## src/rtl/hsv_core_pkg.sv

```systemverilog
// rtl/hsv_core_pkg.sv - shared types and constants for the core commit-order block
package hsv_core_pkg;
   localparam int NUM_EXEC_UNITS      = 5;
   localparam int COMMIT_DATA_W       = 64;
   localparam int COMMIT_TOKEN_W      = 2;
   localparam int STALL_LIMIT_DEFAULT = 1024;

   typedef logic [COMMIT_TOKEN_W-1:0] commit_token_t;

   // Execution unit index; lower index wins a (faulty) token tie.
   typedef enum logic [2:0] {
      ALU        = 3'd0,
      FOO        = 3'd1,
      MEM        = 3'd2,
      BRANCH     = 3'd3,
      CTRLSTATUS = 3'd4
   } unit_idx_e;
endpackage

```

## src/rtl/hsv_core_commit_order_if.sv

```systemverilog
// rtl/hsv_core_commit_order_if.sv - unit result streams and the commit slot bundle
interface hsv_core_commit_order_if #(
   parameter int NUM_UNITS = 5,
   parameter int DATA_W    = 64,
   parameter int TOKEN_W   = 2
);
   localparam int UNIT_W = $clog2(NUM_UNITS);

   logic [NUM_UNITS-1:0]         unit_valid_i;
   logic [NUM_UNITS-1:0]         unit_ready_o;
   logic [NUM_UNITS*DATA_W-1:0]  unit_data_i;
   logic [NUM_UNITS*TOKEN_W-1:0] unit_token_i;
   logic                         out_valid_o;
   logic                         out_ready_i;
   logic [DATA_W-1:0]            out_data_o;
   logic [UNIT_W-1:0]            out_unit_o;

   // Execution units and commit stage side
   modport master (
      output unit_valid_i, unit_data_i, unit_token_i, out_ready_i,
      input  unit_ready_o, out_valid_o, out_data_o, out_unit_o
   );

   // Commit-order block side
   modport slave (
      input  unit_valid_i, unit_data_i, unit_token_i, out_ready_i,
      output unit_ready_o, out_valid_o, out_data_o, out_unit_o
   );
endinterface

```

## src/rtl/hsv_core_commit_order_match.sv

```systemverilog
// rtl/hsv_core_commit_order_match.sv - combinational token matcher with lowest-index select
module hsv_core_commit_order_match
   import hsv_core_pkg::*;
#(
   parameter int NUM_UNITS = NUM_EXEC_UNITS,
   parameter int TOKEN_W   = COMMIT_TOKEN_W,
   parameter int UNIT_W    = $clog2(NUM_UNITS)
) (
   input  logic [NUM_UNITS-1:0]         valid_i,
   input  logic [NUM_UNITS*TOKEN_W-1:0] token_i,
   input  logic [TOKEN_W-1:0]           expect_i,
   output logic [NUM_UNITS-1:0]         match_o,
   output logic [UNIT_W-1:0]            sel_o,
   output logic                         any_match_o,
   output logic                         multi_match_o
);
   // Per-unit match; scanning downward leaves the lowest matching index in sel_o
   always_comb begin
      match_o = '0;
      sel_o   = '0;
      for (int i = NUM_UNITS - 1; i >= 0; i--) begin
         match_o[i] = valid_i[i] & (token_i[i*TOKEN_W +: TOKEN_W] == expect_i);
         if (match_o[i]) sel_o = UNIT_W'(i);
      end
   end

   assign any_match_o   = |match_o;
   // Clearing the lowest set bit leaves something only if two or more matched
   assign multi_match_o = |(match_o & (match_o - NUM_UNITS'(1)));
endmodule

```

## src/rtl/hsv_core_commit_order.sv

```systemverilog
// rtl/hsv_core_commit_order.sv - in-order forwarding of unit results to the commit slot
module hsv_core_commit_order
   import hsv_core_pkg::*;
#(
   parameter int NUM_UNITS   = NUM_EXEC_UNITS,
   parameter int DATA_W      = COMMIT_DATA_W,
   parameter int TOKEN_W     = COMMIT_TOKEN_W,
   parameter int STALL_LIMIT = STALL_LIMIT_DEFAULT
) (
   input  logic                     clk_core,
   input  logic                     rst_core,
   input  logic                     flush_req,
   output logic                     flush_ack,
   hsv_core_commit_order_if.slave   bus,
   output logic [TOKEN_W-1:0]       commit_token_o,
   output logic                     retire_o,
   output logic                     order_err_o
);
   localparam int UNIT_W  = $clog2(NUM_UNITS);
   localparam int STALL_W = $clog2(STALL_LIMIT + 1);

   localparam logic [0:0] ST_RUN   = 1'b0;
   localparam logic [0:0] ST_FLUSH = 1'b1;

   logic [0:0]         state_q, state_d;
   logic               out_valid_q, out_valid_d;
   logic [DATA_W-1:0]  out_data_q, out_data_d;
   logic [UNIT_W-1:0]  out_unit_q, out_unit_d;
   logic [TOKEN_W-1:0] token_q, token_d;
   logic [STALL_W-1:0] stall_q, stall_d;
   logic               err_q, err_d;
   logic               flush_ack_q, flush_ack_d;

   logic [NUM_UNITS-1:0] match;
   logic [UNIT_W-1:0]    sel;
   logic                 any_match;
   logic                 multi_match;
   logic                 run_open;
   logic                 free;
   logic                 accept;

   hsv_core_commit_order_match #(
      .NUM_UNITS (NUM_UNITS),
      .TOKEN_W   (TOKEN_W),
      .UNIT_W    (UNIT_W)
   ) u_match (
      .valid_i       (bus.unit_valid_i),
      .token_i       (bus.unit_token_i),
      .expect_i      (token_q),
      .match_o       (match),
      .sel_o         (sel),
      .any_match_o   (any_match),
      .multi_match_o (multi_match)
   );

   // Acceptance is blocked during reset, in FLUSH and on the cycle a flush is requested
   assign run_open = !rst_core && (state_q == ST_RUN) && !flush_req;
   assign free     = !out_valid_q || bus.out_ready_i;
   assign accept   = run_open && any_match && free;

   assign bus.unit_ready_o = accept ? (match & (NUM_UNITS'(1) << sel)) : '0;
   assign bus.out_valid_o  = out_valid_q;
   assign bus.out_data_o   = out_data_q;
   assign bus.out_unit_o   = out_unit_q;
   assign commit_token_o   = token_q;
   assign retire_o         = accept;
   assign order_err_o      = err_q;
   assign flush_ack        = flush_ack_q;

   // Next state: slot load/drain, token advance, stall tracking and flush sequencing
   always_comb begin
      state_d     = state_q;
      out_valid_d = out_valid_q;
      out_data_d  = out_data_q;
      out_unit_d  = out_unit_q;
      token_d     = token_q;
      stall_d     = stall_q;
      err_d       = err_q;
      flush_ack_d = flush_ack_q;
      if (state_q == ST_RUN) begin
         if (flush_req) begin
            state_d     = ST_FLUSH;
            out_valid_d = 1'b0;
            token_d     = '0;
            stall_d     = '0;
            flush_ack_d = 1'b1;
         end else begin
            if (accept) begin
               out_valid_d = 1'b1;
               out_data_d  = bus.unit_data_i[sel*DATA_W +: DATA_W];
               out_unit_d  = sel;
               token_d     = token_q + TOKEN_W'(1);
               stall_d     = '0;
            end else if (free) begin
               out_valid_d = 1'b0;
            end
            if (!any_match && (|bus.unit_valid_i) && (stall_q != STALL_W'(STALL_LIMIT)))
               stall_d = stall_q + STALL_W'(1);
            if (multi_match || (stall_d == STALL_W'(STALL_LIMIT)))
               err_d = 1'b1;
         end
      end else begin
         out_valid_d = 1'b0;
         token_d     = '0;
         stall_d     = '0;
         if (!flush_req) begin
            state_d     = ST_RUN;
            flush_ack_d = 1'b0;
         end
      end
   end

   // State registers; reset overrides flush and any held slot
   always_ff @(posedge clk_core) begin
      if (rst_core) begin
         state_q     <= ST_RUN;
         out_valid_q <= 1'b0;
         out_data_q  <= '0;
         out_unit_q  <= '0;
         token_q     <= '0;
         stall_q     <= '0;
         err_q       <= 1'b0;
         flush_ack_q <= 1'b0;
      end else begin
         state_q     <= state_d;
         out_valid_q <= out_valid_d;
         out_data_q  <= out_data_d;
         out_unit_q  <= out_unit_d;
         token_q     <= token_d;
         stall_q     <= stall_d;
         err_q       <= err_d;
         flush_ack_q <= flush_ack_d;
      end
   end
endmodule

```

## src/flat_wrapper.sv

```systemverilog
// flat-port wrapper written by rule: the top's interface ports become plain ports
module hsv_core_commit_order_flat import hsv_core_pkg::*;
#(
   parameter int NUM_UNITS   = NUM_EXEC_UNITS,
   parameter int DATA_W      = COMMIT_DATA_W,
   parameter int TOKEN_W     = COMMIT_TOKEN_W,
   parameter int STALL_LIMIT = STALL_LIMIT_DEFAULT
)
  (clk_core, rst_core, flush_req, flush_ack, commit_token_o, retire_o, order_err_o, bus_unit_valid_i, bus_unit_data_i, bus_unit_token_i, bus_out_ready_i, bus_unit_ready_o, bus_out_valid_o, bus_out_data_o, bus_out_unit_o);
  hsv_core_commit_order_if #(.NUM_UNITS(NUM_UNITS), .DATA_W(DATA_W), .TOKEN_W(TOKEN_W)) bus_i ();
  input  logic clk_core;
  input  logic rst_core;
  input  logic flush_req;
  output logic flush_ack;
  output logic [TOKEN_W-1:0] commit_token_o;
  output logic retire_o;
  output logic order_err_o;
  input wire logic [$bits(bus_i.unit_valid_i)-1:0] bus_unit_valid_i;
  input wire logic [$bits(bus_i.unit_data_i)-1:0] bus_unit_data_i;
  input wire logic [$bits(bus_i.unit_token_i)-1:0] bus_unit_token_i;
  input wire logic [$bits(bus_i.out_ready_i)-1:0] bus_out_ready_i;
  output wire logic [$bits(bus_i.unit_ready_o)-1:0] bus_unit_ready_o;
  output wire logic [$bits(bus_i.out_valid_o)-1:0] bus_out_valid_o;
  output wire logic [$bits(bus_i.out_data_o)-1:0] bus_out_data_o;
  output wire logic [$bits(bus_i.out_unit_o)-1:0] bus_out_unit_o;
  assign bus_i.unit_valid_i = bus_unit_valid_i;
  assign bus_i.unit_data_i = bus_unit_data_i;
  assign bus_i.unit_token_i = bus_unit_token_i;
  assign bus_i.out_ready_i = bus_out_ready_i;
  assign bus_unit_ready_o = bus_i.unit_ready_o;
  assign bus_out_valid_o = bus_i.out_valid_o;
  assign bus_out_data_o = bus_i.out_data_o;
  assign bus_out_unit_o = bus_i.out_unit_o;
  hsv_core_commit_order #(.NUM_UNITS(NUM_UNITS), .DATA_W(DATA_W), .TOKEN_W(TOKEN_W), .STALL_LIMIT(STALL_LIMIT)) u_core (.clk_core(clk_core), .rst_core(rst_core), .flush_req(flush_req), .flush_ack(flush_ack), .bus(bus_i), .commit_token_o(commit_token_o), .retire_o(retire_o), .order_err_o(order_err_o));
endmodule
```

## config.mk

```make
export PLATFORM = sky130hd
export DESIGN_NAME = hsv_core_commit_order_flat
export DESIGN_NICKNAME = d
export VERILOG_FILES = /design/src/rtl/hsv_core_pkg.sv /design/src/rtl/hsv_core_commit_order_if.sv /design/src/rtl/hsv_core_commit_order_match.sv /design/src/rtl/hsv_core_commit_order.sv /design/src/flat_wrapper.sv
export SDC_FILE = /design/constraint.sdc
export NUM_CORES = 1
export LEC_CHECK = 0
export ABC_CLOCK_PERIOD_IN_PS = 5300
export CORE_AREA = 5 5 158 160
export CTS_CLUSTER_SIZE = 20
export DETAILED_ROUTE_END_ITERATION = 7
export DIE_AREA = 0 0 163 165
export DONT_BUFFER_PORTS = 1
export PLACE_DENSITY = 0.49
export SLEW_MARGIN = 0
export SYNTH_ARGS = -nofsm -noshare
export SYNTH_HDL_FRONTEND = slang
export SYNTH_SLANG_ARGS = --single-unit
```

## constraint.sdc

```tcl
create_clock -name clk_core -period 5.3 [get_ports clk_core]
set_input_delay 0.265 -clock clk_core [delete_from_list [all_inputs] [get_ports clk_core]]
set_output_delay 0.265 -clock clk_core [all_outputs]
set_load 0.005 [all_outputs]
```

# Word-level counts from Yosys, hierarchy flattened
# Cells that the tools add are included.
# W data, S select, Z words.
classes:
  add_sub_neg: 3
  n_mux: 16
  eq_ne: 8
  n_reduce_logical: 21
  bitwise: 9
  shift: 2
ops:
  columns: ["op", "n"]
  rows:
  - ["$shiftx A320 B10 Y64", 1]
  - ["$mux W11", 4]
  - ["$mux W3", 5]
  - ["$reduce_or A5 Y1", 3]
  - ["$add A11 B1 Y11 const B", 1]
  - ["$eq A11 B11 Y1 const B", 1]
  - ["$ne A11 B11 Y1 const B", 1]
  - ["$and A5 B5 Y5", 2]
  - ["$eq A2 B2 Y1", 5]
  - ["$logic_and A1 B1 Y1", 6]
  - ["$mux W1", 6]
  - ["$reduce_and A3 Y1", 2]
  - ["$and A1 B1 Y1", 5]
  - ["$mux W5", 1]
  - ["$shl A1 B3 Y5 const A", 1]
  - ["$sub A5 B1 Y5 const B", 1]
  - ["$logic_not A1 Y1", 4]
  - ["$reduce_bool A2 Y1", 2]
  - ["$reduce_or A3 Y1", 1]
  - ["$add A2 B1 Y2 const B", 1]
  - ["$logic_or A1 B1 Y1", 2]
  - ["$ne A2 B2 Y1 const B", 1]
  - ["$not A1 Y1", 2]
  - ["$reduce_and A2 Y1", 1]
word_totals:
  in_bits: 339
  output_inout_bits: 78
  word_cells: 67
  register_bits: 84

# Longest topological paths before layout
# Gate-level depths: netlist of the first run.
logic_depth:
  depth_word: 12
  depth_mapped: 11
  depth_no_buf: 9

# Hierarchy
# A second synthesis of the first run with hierarchy kept.
unflattened:
  cells_unflattened: 563
  hier_area_um2: 5620.4
by_module_without_submodules:
  columns: ["mod", "seq_area_each_um2", "n_inst", "cells_per_inst", "area_each_um2"]
  rows:
  - ["hsv_core_commit_order", 1681.6, 1, 533, 5376.4]
  - ["hsv_core_commit_order_match", 0.0, 1, 30, 244.0]

# Least setup slack after synthesis of the first run
# No wires, ideal clock.
synth_path:
  path_type: "register -> register"
  startpoint: "reg u_core.token_q[1], in the netlist u_core.commit_token_o[1]"
  endpoint: "reg u_core.err_q, in the netlist u_core.order_err_o"
  period_less_slack_ns: 2.573
  required_ns: 5.204
  path_slack_ns: 2.727
  path_buffers: 2
  t_arrival_ns: 2.477
  stages_incl_launch_ff: 10
  setup_time_ns: 0.096
  path_cell_list: "dfxtp_1 > buf_4 > xnor2_1 > and3_1 > buf_2 > or3_4 > or4_4 > mux2i_1 > o31a_1 > o41ai_2"
synth_via:
  elab_chain_cells: 12
  elab_cells_between_ends: 26
  cone_classes: "1 x add/sub; 6 x eq/ne; 4 x mux; 6 x bitwise; 9 x reduce/logical"
synth_rtl:
  columns: ["element", "line_no", "rtl"]
  rows:
  - ["from (decl)", "hsv_core_commit_order.sv:29", "logic [TOKEN_W-1:0] token_q, token_d;"]
  - ["from (signal assigned)", "hsv_core_commit_order.sv:129", "token_q <= token_d;"]
  - ["$eq A2 B2 Y1", "hsv_core_commit_order_match.sv:22", "match_o[i] = valid_i[i] & (token_i[i*TOKEN_W +: TOKEN_W] == expect_i);"]
  - ["$and A1 B1 Y1", "hsv_core_commit_order_match.sv:22", null]
  - ["$reduce_or A5 Y1", "hsv_core_commit_order_match.sv:27", "assign any_match_o = |match_o;"]
  - ["$logic_and A1 B1 Y1 / $logic_not A1 Y1 (equally long branches)", "hsv_core_commit_order.sv:59, hsv_core_commit_order.sv:97", null]
  - ["$logic_and A1 B1 Y1 (on tied branches)", "hsv_core_commit_order.sv:59, hsv_core_commit_order.sv:97", null]
  - ["$mux W11 / $logic_and A1 B1 Y1 (equally long branches)", "hsv_core_commit_order.sv:88, hsv_core_commit_order.sv:97", null]
  - ["$mux W11", "hsv_core_commit_order.sv:97", "if (!any_match && (|bus.unit_valid_i) && (stall_q != STALL_W'(STALL_LIMIT)))"]
  - ["$mux W11", "hsv_core_commit_order.sv:81", "if (flush_req) begin"]
  - ["$mux W11", "hsv_core_commit_order.sv:80", "if (state_q == ST_RUN) begin"]
  - ["$eq A11 B11 Y1", "hsv_core_commit_order.sv:99", "if (multi_match || (stall_d == STALL_W'(STALL_LIMIT)))"]
  - ["$logic_or A1 B1 Y1 *", "hsv_core_commit_order.sv:99", null]
  - ["$reduce_and A3 Y1 (no source line) *", null, null]
  - ["to (signal assigned)", "hsv_core_commit_order.sv:131", "err_q <= err_d;"]
  - ["to (decl)", "hsv_core_commit_order.sv:31", "logic err_q, err_d;"]
# Every way passes the cells marked *; elsewhere a longest branch is shown, timed or not. The select of a mux whose other input is x is not followed.
# A chain may end at the register's enable or synchronous reset.

# Final worst setup path of the first run
layout_path:
  startpoint: "reg u_core.token_q[0], in the netlist u_core.commit_token_o[0]"
  endpoint: "reg u_core.out_data_q[0], in the netlist u_core.bus.out_data_o[0]"
layout_via:
  elab_chain_cells: 8
  elab_cells_between_ends: 20
  cone_classes: "5 x eq/ne; 1 x shift; 5 x mux; 5 x bitwise; 4 x reduce/logical"
layout_rtl:
  columns: ["element", "line_no", "rtl"]
  rows:
  - ["$eq A2 B2 Y1", "hsv_core_commit_order_match.sv:22", null]
  - ["$and A1 B1 Y1", "hsv_core_commit_order_match.sv:22", null]
  - ["$mux W3 (5 in series)", "hsv_core_commit_order_match.sv:23", "if (match_o[i]) sel_o = UNIT_W'(i);"]
  - ["$shiftx A320 B10 Y64", "hsv_core_commit_order.sv:90", "out_data_d = bus.unit_data_i[sel*DATA_W +: DATA_W];"]
  - ["to (signal assigned)", "hsv_core_commit_order.sv:127", "out_data_q <= out_data_d;"]
  - ["to (decl)", "hsv_core_commit_order.sv:27", "logic [DATA_W-1:0] out_data_q, out_data_d;"]
# Several ways; a longest one is shown, not always the timed one.

==> results of run 1 <==
critical path, stage by stage (launching register included):
cell      delay [ns]
dfxtp_1         0.60
xnor2_1         0.22
nand3_4         0.44
nand2_1         0.38
nor3_4          0.98
buf_4           0.46
a221o_1         0.23
o221ai_1        0.14
a21oi_1         0.16
power groups by stage:
stage | combinational (mW) | clock, mW | sequential, mW
global placement | 0.282 | 0 | 0.669
detailed placement | 0.283 | 0 | 0.669
finish | 0.299 | 0.699 | 0.654
floorplan | 0.213 | 0 | 0.664
global route | 0.324 | 0.751 | 0.655
CTS | 0.297 | 0.731 | 0.654
cells in the mapped netlist (all sizes together):
cell type / n
nand3: 76
nor2: 27
a32oi: 1
a211oi: 2
xnor2: 15
ha: 3
or4: 2
nand4: 3
nand4b: 1
inv: 9
a21boi: 1
a31oi: 2
a211o: 1
and2: 3
nor4: 5
nand2b: 1
clkbuf: 73
o41ai: 1
o221ai: 64
o31a: 2
a221o: 64
nor3: 10
or4b: 2
o211a: 1
or3: 3
mux2i: 4
buf: 15
and3: 8
o211ai: 3
xor2: 3
o21ai: 71
a21oi: 138
dfxtp: 84
a41o: 1
nand2: 79
logic make-up (layout without fill, tap and decap cells):
| logic type | Yosys count | in the layout | share of synthesized area |
|---|---|---|---|
| AO/OA/AOI/OAI | 352 | 352 | 0.411 |
| flip-flops | 84 | 84 | 0.290 |
| other | 0 | 1 | 0 |
| XOR/XNOR | 18 | 18 | 0.0272 |
| AND/OR/NAND/NOR | 220 | 220 | 0.189 |
| adder cells (fa/ha/maj) | 3 | 3 | 0.00648 |
| buffers and inverters | 97 | 44 | 0.0685 |
| multiplexers | 4 | 4 | 0.00692 |
per-stage QoR:
stage | worst slack, ns | util | instances | power [mW] | cell area (sq um)
final | 1.55 | 0.276 | 1045 | 1.65 | 6410
after floorplan | 2.73 | - | 778 | 0.877 | 5790
after global placement | 1.72 | 0.260 | 1027 | 0.951 | 6060
after detailed placement | 1.65 | 0.260 | 1027 | 0.952 | 6060
after CTS | 1.64 | 0.276 | 1044 | 1.68 | 6410
after global routing | 1.31 | 0.276 | 1045 | 1.73 | 6410
metal layers:
metal | part of all wire | wire length (um)
met1 | 0.38 | 10500
met2 | 0.48 | 13300
met3 | 0.10 | 2820
met4 | 0.037 | 1020
met5 | 0.00047 | 13
registers in the layout, indices dropped and copies added (netlist names):
register                flops
u_core.bus.out_valid_o      1
u_core.bus.out_data_o      64
u_core.order_err_o          1
u_core.state_q              1
u_core.stall_q             11
u_core.flush_ack            1
u_core.bus.out_unit_o       3
u_core.commit_token_o       2
worst paths after layout:
kind,from,to,cells after the start
setup / recovery,u_core.commit_token_o[0]$_SDFFE_PP0P_,u_core.bus.out_data_o[0]$_SDFFE_PP0P_,8
hold / removal,flush_req,u_core.state_q$_SDFF_PP0_,2
setup reg to reg,u_core.commit_token_o[0]$_SDFFE_PP0P_,u_core.bus.out_data_o[0]$_SDFFE_PP0P_,8
hold reg to reg,u_core.bus.out_data_o[14]$_SDFFE_PP0P_,u_core.bus.out_data_o[14]$_SDFFE_PP0P_,2
repair_timing:
action / in CTS / in global routing
setup buffers: 0 / 0
hold buffers: 2 / 0
hold endpoints to repair: 67 / 0
layout make-up:
cell class	instances	share of cell area
repair buffers	20	0.0308
diodes	1	0.000390
inverters	9	0.00527
clock buffers	9	0.0351
well taps	319	0.0622
multi-input cells	597	0.590
clock inverters	6	0.0140
flip-flops and latches	84	0.262
==> run summary, run 1 <==
Total core area -> 0.0233 sq mm
Final worst hold slack -> 0.0730 ns
Pin count of the biggest net entering global routing -> 68
Seq/Total Area, Yosys -> 0.290
Synth top area share -> 0.290
Final setup vio count -> 0
Clock latency on the worst-skew pair -> 0.34 ns
Synth Cell Area -> 0.00579 sq mm
Clk pin slew, worst setup/hold paths -> 0.07 ns
FMAX -> 267 MHz
Sequential Power Share -> 0.396
Drt initial violations -> 533
Yosys reg bits -> 84
Switching share of total power -> 0.300
Outcome -> complete, no violations
First-pass GRT wire length -> 38700 um
Die ar. -> 0.0269 sq mm
Switching Power -> 0.495 mW
Power Dens Cells -> 258 mW/mm^2
DRT antenna net count -> 0
Commonest cells after routing, fill and taps aside -> a21oi_1, dfxtp_1, nand2_1
Leak Pwr -> 1.89 nW
Gate power share -> 0.181
Tcrit/Tclk final -> 0.707
Gr busiest metal -> met2
Flop2flop setup slack -> 1.55 ns
Drt wl/cell -> 26.4 um
Total negative slack -> 0 ns
GPL Wtd Cong -> 0.861
Layout Nets -> 1063
Fillers -> 2582
Die Wd -> 163 um
Element type at the critical path end -> register
HPWL reported at the end of detailed placement -> 20200 um
Clock Sinks -> 84
Leading area contributor after synthesis -> dfxtp_1
Drt total wl -> 27600 um
Met1 usage -> 0.225
Area of the multi-input gates -> 0.00378 sq mm
Crit path max fanout -> 34
Fin crit period -> 3.75 ns
# rows -> 56
Unique masters post-synth -> 47
Vias/cell -> 6.24
Initial Utilization -> 0.249
Max_cap viols -> 0
Crit path arrival time -> 4.03 ns
YS warnings -> 0
Clock power frac -> 0.423
Die Height -> 165 um
Power Internal -> 1.16 mW
Storage element area -> 0.00168 sq mm
Layout cells sized above 1 -> 0.0772
DRT Pass-1 Iters -> 5
RSZ-0062 raised after global routing -> no
CTS Root Cell -> clkbuf_16
Initial antenna violation count -> 2
Worst slew pin tran -> 1.10 ns
Worst Setup Start Kind -> register
CTS buffer count -> 9
Setup CP Type -> reg -> reg
Maximum VDD drop -> 0.000150 V
Gr ovfl total -> 0
Top cells by area, synth -> dfxtp_1, a21oi_1, a221o_1
# port buffers -> 0
Final hold vios -> 0
Gr usage total -> 0.188
CTS H-tree depth -> 3
CTS Buffer Depth -> 2
CTS tree -> yes
Relative slew slack -> 0.262
Fin. max-slew vios -> 0
Most common cell after layout, fill and taps aside -> a21oi_1
HP Class -> in -> reg
Critical Path RT -> 5.58 ns
Synth Net Count -> 1120
Mean post-synth cell area -> 7.44 sq um
Vias in the first global route -> 6348
Met2 GRT Util -> 0.312
IO Pins -> 417
Worst Skew -> 0.00923 ns
Grt met3 use -> 0.0532
Post-route DRC -> 0
Cell count after synthesis -> 778
Area Growth Syn to Fin -> 10.8%
Total number of vias -> 6518
Post-CTS Resized -> 0
No activity file was read; power rests on OpenSTA's default activity.
==> inputs of run 2 (changes only) <==
Settings changed: ABC_CLOCK_PERIOD_IN_PS 5300 to 3800.
Clock period 5.3 ns to 3.8 ns, I/O delays scaled along.
==> run 2 against run 1 <==
  * Combinational power grew 41%
  * Largest power group unchanged
  * Flip-flop and latch count did not move
  * First-iteration DRC count up 18%
==> run summary, run 2 (synthesized netlist as in run 1, its figures left out) <==
Gr ovfl total -> 0
DRT antenna net count -> 0
Total number of vias -> 6518
Total core area -> 0.0233 sq mm
Die Wd -> 163 um
Commonest cells after routing, fill and taps aside -> a21oi_1, dfxtp_1, nand2_1
Hold-fix buffers at CTS -> 2
Drt total wl -> 27800 um
Vias/cell -> 6.22
Max reg flops -> 64
Power Dens Cells -> 364 mW/mm^2
Critical path buffers and inverters -> 2
# rows -> 56
Die ar. -> 0.0269 sq mm
Drt wl/cell -> 26.5 um
Initial Utilization -> 0.249
GPL Wtd Cong -> 0.822
Relative slew slack -> 0.426
Clock Sinks -> 84
First-pass GRT wire length -> 39700 um
Ant. Diodes -> 0
Clk pin slew, worst setup/hold paths -> 0.07 ns
Tot Pwr -> 2.34 mW
Final setup vio count -> 0
# port buffers -> 0
Area Growth Syn to Fin -> 11.1%
Fin. max-slew vios -> 0
Critical Path RT -> 4.07 ns
Post-route DRC -> 0
Drt initial violations -> 628
Pre-CTS WS -> 0.722 ns
RSZ-0062 raised after global routing -> no
Total negative slack -> 0 ns
Final worst hold slack -> 0.0534 ns
Crit path arrival time -> 3.40 ns
Layout Nets -> 1066
Clock power frac -> 0.431
Gr usage total -> 0.191
Worst path max stage delay -> 0.66 ns
Leak Pwr -> 1.91 nW
Clock latency on the worst-skew pair -> 0.35 ns
Pin count of the biggest net entering global routing -> 70
Slowest-stage cell, CP -> nor2_4
Layout cells sized above 1 -> 0.0809
IO Pins -> 417
Initial antenna violation count -> 1
Gate power share -> 0.180
CTS buffer count -> 9
Power Internal -> 1.64 mW
Most common cell after layout, fill and taps aside -> a21oi_1
Sequential Power Share -> 0.390
FMAX -> 320 MHz
Final hold vios -> 0
Most common cell on crit path -> buf_4
Vias in the first global route -> 6380
Outcome -> complete, no violations
Crit path max fanout -> 34
Worst Skew -> 0.0113 ns
CTS H-tree depth -> 3
Worst slew pin tran -> 0.860 ns
Post-CTS Resized -> 0
HP Class -> in -> reg
Switching share of total power -> 0.301
Tcrit/Tclk final -> 0.823
Maximum VDD drop -> 0.000133 V
CTS Buffer Depth -> 2
DRT Pass-1 Iters -> 6
Die Height -> 165 um
PnR worst setup slack -> 0.671 ns
Max_cap viols -> 0
Setup CP Type -> reg -> reg
Switching Power -> 0.705 mW
Worst Setup Start Kind -> register
CTS tree -> yes
Worst path top cell family by delay -> simple AND/OR/NAND/NOR gates
Setup Buffers After CTS -> 0
CTS Root Cell -> clkbuf_16
CP Cell Sequence -> xnor2_1, nand3_1, buf_4, nand4_4, nor2_4, buf_4, a221o_1, o221ai_1, a21oi_1
Element type at the critical path end -> register
Fin crit period -> 3.13 ns
HPWL reported at the end of detailed placement -> 19900 um
run 2: cell count changes in the layout (fill, tap and decap cells not counted), sizes merged:
cell,previous run,this run
buf,19,22
clkbuf,9,11
clkinv,3,2
diode,1,0
run 2: per-layer routing:
metal,global-route usage,share of wire,vias up
li1,-,-,2907
met1,0.234,0.38,3078
met4,0.0747,0.031,0
met5,0,0,-
met3,0.0552,0.10,50
met2,0.318,0.48,483
run 2: worst paths after layout:
path | slack (ns) | end | cells past startpoint | from
setup / recovery | 0.67 | u_core.bus.out_data_o[15]$_SDFFE_PP0P_ | 9 | u_core.commit_token_o[0]$_SDFFE_PP0P_
hold / removal | 0.05 | u_core.order_err_o$_SDFFE_PP0P_ | 3 | rst_core
setup reg to reg | 0.67 | u_core.bus.out_data_o[15]$_SDFFE_PP0P_ | 9 | u_core.commit_token_o[0]$_SDFFE_PP0P_
hold reg to reg | 0.47 | u_core.flush_ack$_SDFFE_PP0P_ | 1 | u_core.state_q$_SDFF_PP0_
run 2: worst reg2reg max path, stage by stage, from the launching register on:
cell,delay [ns]
dfxtp_1,0.59
xnor2_1,0.17
nand3_1,0.12
buf_4,0.20
nand4_4,0.22
nor2_4,0.66
buf_4,0.54
a221o_1,0.22
o221ai_1,0.15
a21oi_1,0.18
run 2: cell type report:
type	count	area, sq um
flip-flops and latches	84	1680
multi-input cells	597	3780
clock buffers	11	243
inverters	9	33.8
well taps	319	399
clock inverters	5	85.1
repair buffers	23	208
fillers	2565	16800
run 2: stage by stage:
step | cells | instance area [sq um] | utilization
after floorplan | 778 | 5790 | -
after global placement | 1030 | 6070 | 0.261
after detailed placement | 1030 | 6070 | 0.261
after CTS | 1048 | 6430 | 0.277
after global routing | 1048 | 6430 | 0.277
final | 1048 | 6430 | 0.277
run 2: power by group through the flow:
stage	clock network, mW	registers [mW]	logic (mW)
after floorplan	0	0.926	0.297
after global placement	0	0.934	0.394
after detailed placement	0	0.934	0.396
after CTS	1.06	0.913	0.415
after global routing	1.08	0.914	0.456
final	1.01	0.913	0.421
==> inputs of run 3 (changes only) <==
Settings changed: ABC_CLOCK_PERIOD_IN_PS 3800 to 3100.
Clock period 3.8 ns to 3.1 ns, I/O delays scaled along.
==> run 3 against run 2 <==
  * Via count increased by 0.98%
  * Routed wire length increased by 2.9%
  * First-iteration DRC count decreased by 0.80%
  * Sequential power increased by 23%
  * Design area increased by 1.6%
  * Critical endpoint is now u_core.bus.out_data_o[33]$_SDFFE_PP0P_
==> run summary, run 3 (synthesized netlist as in run 1, its figures left out) <==
Vias/cell -> 6.22
Gr usage total -> 0.191
Total core area -> 0.0233 sq mm
HPWL reported at the end of detailed placement -> 20300 um
FMAX -> 341 MHz
Total negative slack -> 0 ns
Most common cell after layout, fill and taps aside -> a21oi_1
Drt total wl -> 28600 um
Final core occ -> 0.281
Die Wd -> 163 um
Worst Skew -> 0.0104 ns
IO Pins -> 417
Max reg flops -> 64
Clock latency on the worst-skew pair -> 0.35 ns
DRT Pass-1 Iters -> 5
Clock Sinks -> 84
CP Launch Point -> u_core.commit_token_o[1]$_SDFFE_PP0P_
Worst Reg-to-Reg Cells -> 10
Leak Pwr -> 1.96 nW
Fin. max-slew vios -> 0
# port buffers -> 0
HP Class -> in -> reg
First-pass GRT wire length -> 39500 um
Crit path max fanout -> 33
Die ar. -> 0.0269 sq mm
Total number of vias -> 6582
Outcome -> complete, no violations
Vias in the first global route -> 6349
Drt wl/cell -> 27.1 um
Tcrit/Tclk final -> 0.947
Final setup vio count -> 0
RR Startpoint -> u_core.commit_token_o[1]$_SDFFE_PP0P_
CTS buffer count -> 9
CTS Root Cell -> clkbuf_16
Area Growth Syn to Fin -> 12.9%
# rows -> 56
Maximum VDD drop -> 0.000243 V
Power Dens Cells -> 438 mW/mm^2
Worst slew pin tran -> 0.989 ns
Setup CP Type -> reg -> reg
Flop2flop setup slack -> 0.16 ns
GPL Wtd Cong -> 0.808
RSZ-0062 raised after global routing -> no
Worst Setup Start Kind -> register
Layout Nets -> 1076
Fin crit period -> 2.94 ns
Max_cap viols -> 0
Crit path arrival time -> 3.21 ns
Final worst hold slack -> 0.0631 ns
Pre-CTS WS -> 0.219 ns
Commonest cells after routing, fill and taps aside -> a21oi_1, dfxtp_1, nand2_1
Initial Utilization -> 0.249
Clk pin slew, worst setup/hold paths -> 0.07 ns
Initial antenna violation count -> 2
CTS tree -> yes
Element type at the critical path end -> register
CTS Buffer Depth -> 2
Layout cells sized above 1 -> 0.0935
Final hold vios -> 0
CP Capture Point -> u_core.bus.out_data_o[33]$_SDFFE_PP0P_
Pin count of the biggest net entering global routing -> 71
CTS H-tree depth -> 3
PnR worst setup slack -> 0.163 ns
Gr ovfl total -> 0
Die Height -> 165 um
Drt initial violations -> 623
Critical Path RT -> 3.38 ns
R2r endpoint -> u_core.bus.out_data_o[33]$_SDFFE_PP0P_
Post-route DRC -> 0
Relative slew slack -> 0.340
DRT antenna net count -> 0
-- run 3: where the power goes --
part	internal, mW	switching, mW	leakage [nW]	total (mW)
clock	0.705	0.504	0.151	1.21
combinational	0.191	0.345	1.13	0.536
sequential	1.10	0.0201	0.678	1.12
-- run 3: what timing repair did --
item | CTS | global route
hold endpoints to repair | 70 | 0
setup buffers | 0 | 0
hold buffers | 2 | 0
gates resized for setup | 0 | 0
endpoints found under the setup margin | 0 | 14
-- run 3: layout make-up --
type / count / area, sq um
inverters: 9 / 33.8
clock buffers: 9 / 225
diodes: 1 / 2.50
flip-flops and latches: 84 / 1680
clock inverters: 6 / 90.1
multi-input cells: 599 / 3800
fillers: 2588 / 16700
well taps: 319 / 399
repair buffers: 31 / 305
-- run 3: worst min path at each step --
stage,from,to,slack [ns],cells past startpoint
after global routing,bus_unit_data_i[263],u_core.bus.out_data_o[7]$_SDFFE_PP0P_,0.07,2
final,bus_out_ready_i,u_core.bus.out_valid_o$_SDFFE_PP0P_,0.06,2
after CTS,bus_out_ready_i,u_core.bus.out_valid_o$_SDFFE_PP0P_,0.04,2
after floorplan,flush_req,u_core.state_q$_SDFF_PP0_,0.29,2
after detailed placement,rst_core,u_core.bus.out_data_o[6]$_SDFFE_PP0P_,0.23,1
after global placement,rst_core,u_core.bus.out_data_o[1]$_SDFFE_PP0P_,0.23,1
-- run 3: critical path, cell delays in order (launching register included) --
cell and delay (ns):
dfxtp_1 0.56, xnor2_1 0.20, nand3_1 0.31, nand4_4 0.25, buf_4 0.20, o21ai_2 0.07
inv_2 0.18, and2_2 0.19, buf_4 0.35, o221ai_1 0.31, a21oi_1 0.20
-- run 3: layer usage --
metal / wire length, um / share of wire / global-route usage / vias to the layer above
met4: 497 / 0.017 / 0.0599 / 2
met5: 13 / 0.00045 / 0 / -
met3: 3090 / 0.11 / 0.0527 / 38
li1: - / - / - / 2926
met1: 10900 / 0.38 / 0.239 / 3145
met2: 14100 / 0.49 / 0.318 / 471
-- run 3: per-stage QoR --
stage | power, mW | cell area [sq um] | cells
4_1_cts | 2.89 | 6520 | 1055
3_3_place_gp | 1.65 | 6170 | 1038
2_1_floorplan | 1.50 | 5790 | 778
3_5_place_dp | 1.65 | 6170 | 1038
5_1_grt | 3.00 | 6530 | 1058
6_report | 2.86 | 6530 | 1058
